--- src/rtl/knock_pkg.sv ---
// Shared definitions for the 4-input wormhole output arbiter.
package knock_pkg;

  localparam int unsigned NUM_REQ = 4;

  typedef enum logic {
    IDLE,
    LOCKED
  } arb_state_t;

  // Index of the set bit of a one-hot vector; 0 when the vector is empty.
  function automatic logic [1:0] onehot_idx(input logic [NUM_REQ-1:0] oh);
    logic [1:0] idx;
    idx = 2'd0;
    for (int i = 0; i < NUM_REQ; i++) begin
      if (oh[i]) idx = 2'(i);
    end
    return idx;
  endfunction

endpackage

--- src/rtl/rr_pick4.sv ---
// Round-robin picker: first set request at or after ptr, scanning upward modulo 4.
module rr_pick4
  import knock_pkg::*;
(
  input  logic [NUM_REQ-1:0] request,
  input  logic [1:0]         ptr,
  output logic [NUM_REQ-1:0] pick,
  output logic               valid
);

  logic [1:0] idx;

  // Walk the four candidates starting at ptr and keep the first hit.
  always_comb begin
    pick  = '0;
    valid = 1'b0;
    idx   = 2'd0;
    for (int i = 0; i < NUM_REQ; i++) begin
      idx = ptr + 2'(i);
      if (!valid && request[idx]) begin
        pick[idx] = 1'b1;
        valid     = 1'b1;
      end
    end
  end

endmodule

--- src/rtl/wormhole_arb4.sv ---
// Four-input wormhole output arbiter with round-robin packet-level locking.
// Optional per-requester packet-grant counters when ARB_GRANT_CNT_EN is defined.
module wormhole_arb4
  import knock_pkg::*;
#(
  parameter int unsigned CNT_W = 16
) (
  input  logic                            clk,
  input  logic                            rst,
  input  logic [NUM_REQ-1:0]              request,
  input  logic [NUM_REQ-1:0]              tail_i,
  input  logic                            buffer_full_i,
  output logic [NUM_REQ-1:0]              grant,
`ifdef ARB_GRANT_CNT_EN
  output logic [NUM_REQ-1:0][CNT_W-1:0]   grant_cnt_o,
`endif
  output logic                            grant_v_o,
  output logic                            busy_o
);

  arb_state_t         state_q, state_d;
  logic [NUM_REQ-1:0] grant_q, grant_d;
  logic [1:0]         rr_ptr_q, rr_ptr_d;
  logic [NUM_REQ-1:0] pick;
  logic               pick_valid;
  logic               take;
  logic [1:0]         owner;

  rr_pick4 u_pick (
    .request (request),
    .ptr     (rr_ptr_q),
    .pick    (pick),
    .valid   (pick_valid)
  );

  assign owner     = onehot_idx(grant_q);
  assign busy_o    = (state_q == LOCKED);
  assign grant     = grant_q;
  assign grant_v_o = busy_o & (|(request & grant_q)) & ~buffer_full_i;
  // A new packet wins the output on this edge.
  assign take      = (state_q == IDLE) & pick_valid & ~buffer_full_i;

  // Next-state: lock on a pick, release one cycle after the owner's tail transfers.
  always_comb begin
    state_d  = state_q;
    grant_d  = grant_q;
    rr_ptr_d = rr_ptr_q;
    unique case (state_q)
      IDLE: begin
        grant_d = '0;
        if (take) begin
          state_d = LOCKED;
          grant_d = pick;
        end
      end
      LOCKED: begin
        if (grant_v_o && (|(tail_i & grant_q))) begin
          state_d  = IDLE;
          grant_d  = '0;
          rr_ptr_d = owner + 2'd1;
        end
      end
      default: begin
        state_d = IDLE;
        grant_d = '0;
      end
    endcase
  end

  // State registers with synchronous reset.
  always_ff @(posedge clk) begin
    if (rst) begin
      state_q  <= IDLE;
      grant_q  <= '0;
      rr_ptr_q <= 2'd0;
    end else begin
      state_q  <= state_d;
      grant_q  <= grant_d;
      rr_ptr_q <= rr_ptr_d;
    end
  end

`ifdef ARB_GRANT_CNT_EN
  logic [NUM_REQ-1:0][CNT_W-1:0] cnt_q;
  logic [1:0]                    pick_idx;

  assign pick_idx    = onehot_idx(pick);
  assign grant_cnt_o = cnt_q;

  // Saturating count of packets granted to each requester.
  always_ff @(posedge clk) begin
    if (rst) begin
      cnt_q <= '0;
    end else if (take && (cnt_q[pick_idx] != {CNT_W{1'b1}})) begin
      cnt_q[pick_idx] <= cnt_q[pick_idx] + CNT_W'(1);
    end
  end
`else
  logic unused_cnt_w;
  assign unused_cnt_w = (CNT_W == 0);
`endif

endmodule
--- config.mk ---
export PLATFORM = sky130hd
export DESIGN_NAME = wormhole_arb4
export DESIGN_NICKNAME = d
export VERILOG_FILES = /design/src/rtl/knock_pkg.sv /design/src/rtl/rr_pick4.sv /design/src/rtl/wormhole_arb4.sv
export SDC_FILE = /design/constraint.sdc
export NUM_CORES = 1
export LEC_CHECK = 0
export CAP_MARGIN = 20
export CORE_MARGIN = 2
export CORE_UTILIZATION = 52
export DETAILED_ROUTE_END_ITERATION = 10
export PLACE_DENSITY = 0.82
export SETUP_SLACK_MARGIN = 0.15
export SYNTH_ARGS = -nofsm -noshare
export SYNTH_HDL_FRONTEND = slang
export SYNTH_SLANG_ARGS = --single-unit
--- constraint.sdc ---
create_clock -name clk -period 6.5 [get_ports clk]
set_clock_uncertainty 0.2 [all_clocks]
set_input_delay 0.975 -clock clk [delete_from_list [all_inputs] [get_ports clk]]
set_output_delay 0.975 -clock clk [all_outputs]
set_load 0.01 [all_outputs]
==> flow_summary.json <==
{
  "status": "complete, no violations",
  "cts_hold_buf": 0,
  "insertedDiodeCount": 0,
  "setup_viol": 0,
  "clk_latency_ns": 0.26,
  "route.detailed.drc": 0,
  "drv_cap": 0,
  "grt_usage_pct": 23.5,
  "use_met3_pct": 5.65,
  "rsz0062_at_grt": "no",
  "synth.most_common_cell": "nand4_1",
  "port_buffers": 16,
  "io_pins": 17,
  "start_util_pct": 56.4,
  "dp_hpwl_mm": 1.41,
  "cts_buffer_depth": 2,
  "viasPerCell": 6.70,
  "async_flop_share_pct": 0,
  "finalHoldWorstSlack_ns": 0.367,
  "cts_setup_buffers": 0,
  "ant_nets": 0,
  "finalMaxSlewViolations": 0,
  "syn_area_per_cell_um2": 9.18,
  "nets": 115,
  "final.min_clock_period_ns": 3.89,
  "crit_family": "buffers and inverters",
  "drive_above_1_share_pct": 10.4,
  "crit_top_cell": "clkdlybuf4s50_1",
  "grt_pass1_wl_mm": 3.12,
  "critical_path.cell_chain": "clkdlybuf4s50_1, a22oi_1, a211oi_2, clkdlybuf4s50_1",
  "grtUsageMet2_pct": 37.8,
  "areaGrowthSynthToFinish_pct": 21.5,
  "hold_viol_final": 0,
  "fillCellCount": 111,
  "grt_max_degree": 14,
  "cts-root-buf": "clkbuf_4",
  "wirelength_mm": 1.87,
  "power_density_nw_per_um2": 131,
  "grt_pass1_vias": 686,
  "cpPeakStageDelay_ns": 0.63,
  "synth_common_cells": "8 x nand4_1, 7 x dfxtp_1, 7 x ha_1",
  "cts_resized": 0,
  "syn_inst": 81,
  "tritoncts": "built",
  "rows": 13,
  "cts_buffers": 3,
  "setup_tns_ns": 0,
  "synth_edf_count": 0,
  "coreArea_um2": 1320,
  "startpoint_type": "input port",
  "ir_drop_v": 0.0000807,
  "cp_slowest_cell": "clkdlybuf4s50_1",
  "tightest_slew_ns": 0.552,
  "synth-seq-cells": 7,
  "relSlewSlack_pct": 62.9,
  "syn-num-nets": 99,
  "critPathMaxFanout": 9,
  "busiest_layer": "met2",
  "multi_input_area_um2": 547,
  "dieWidth_um": 41.8,
  "use_met1_pct": 28.3,
  "synth_area_leader_cell": "dfxtp_1",
  "fmax_ghz": 0.257,
  "wl_per_cell_um": 16.9,
  "leakagePower_uw": 0.000296,
  "dr.pass1.iters": 4,
  "gr-total-overflow": 0,
  "seqCellArea_um2": 140,
  "ctsHtreeMaxLevel": 1,
  "synth_ff_type": "dfxtp_1",
  "critPathKind": "in2out",
  "hp-class": "reg2reg",
  "path_buf_inv": 2,
  "critPathArrivalTime_ns": 2.72,
  "synthesis.area_um2": 743,
  "drt_iter0_drc": 17,
  "vias": 744,
  "clock_sinks": 7,
  "yosys.cell_types.count": 32,
  "die_h_um": 41.8,
  "timing.final.crit_share_pct": 59.9,
  "ys.warnings.count": 0,
  "end_kind": "primary output",
  "routabilityCongestion": 0.898,
  "synth_top_cell_area_share_pct": 18.9,
  "finish.utilization_pct": 68.6,
  "antenna_found_initial": 0,
  "ys_seq_area_share_pct": 18.9,
  "die-area_um2": 1750,
  "path_clk_slew_ns": 0.06,
  "worstPathRequired_ns": 5.32,
  "yosys-top-cells-area": "dfxtp_1 19%, ha_1 12%, nand4_1 6.7%"
}
==> sequential cells by signal, indices dropped and copies added (netlist names) <==
register  cells
grant         4
rr_ptr_q      2
busy_o        1
==> through the flow <==
step / total power [µW] / area, µm² / setup WS, ns / instances
finish: 118 / 903 / 2.61 / 111
global route: 124 / 903 / 2.53 / 111
CTS: 118 / 903 / 2.63 / 111
detailed placement: 76.8 / 877 / 2.64 / 107
global placement: 76.1 / 877 / 2.66 / 107
floorplan: 64.3 / 743 / 3.77 / 81
==> metal layers <==
layer  up-vias  wire, µm  part of all wire [%]
met4         0        45                   2.4
met3         7        92                   4.9
li1        361         -                     -
met5         -         0                     0
met1       350       863                    46
met2        26       873                    47
==> layout make-up <==
type / instances / area share, %
multi-input combinational: 66 / 60.5
tap: 15 / 2.08
clock buffer: 4 / 2.91
sequential: 7 / 15.5
timing repair buffer: 16 / 17.7
inverter: 3 / 1.25
==> report_power, final <==
group          switching (µW)  internal, µW
Sequential               2.48          44.7
Combinational            13.8          15.4
Clock                    18.1          23.6
Total                    34.4          83.7
==> worst register-to-register path: cells and delay by family (launching register included) <==
family	cells	cell delay (ns)
compound gates	3	0.57
fa+ha+maj	1	0.49
buf+inv	1	0.26
flops	1	0.61
mux	1	0.39
==> final timing paths <==
| check | from | to | slack, ns | depth (start not counted) |
|---|---|---|---|---|
| hold / removal | grant[0] | grant[0] | 0.37 | 1 |
| setup reg to reg | rr_ptr_q[0] | grant[2] | 3.88 | 6 |
| hold reg to reg | grant[0] | grant[0] | 0.37 | 1 |
| setup / recovery | request[3] | grant_v_o | 2.61 | 4 |
==> cell families (layout without fill, tap and decap cells) <==
family	count (synthesis)	in the layout	share of synthesized area (%)
AOI/OAI and AO/OA	25	25	26.9
adders and majority gates	7	7	11.8
and+or+nand+nor	28	28	23.1
buffers and inverters	8	23	7.58
DFF	7	7	18.9
muxes	6	6	11.8
==> cells in the final DEF, fill, tap and decap left out, types with 4 or more instances in the layout <==
master / Yosys / layout
nor2b_1: 6 / 6
a311oi_1: 4 / 4
dfxtp_1: 7 / 7
clkdlybuf4s50_1: 0 / 16
a221o_1: 4 / 4
nand4_1: 8 / 8
ha_1: 7 / 7
a21oi_1: 4 / 4
a22oi_1: 4 / 4
No activity file was read; power rests on OpenSTA's default activity.
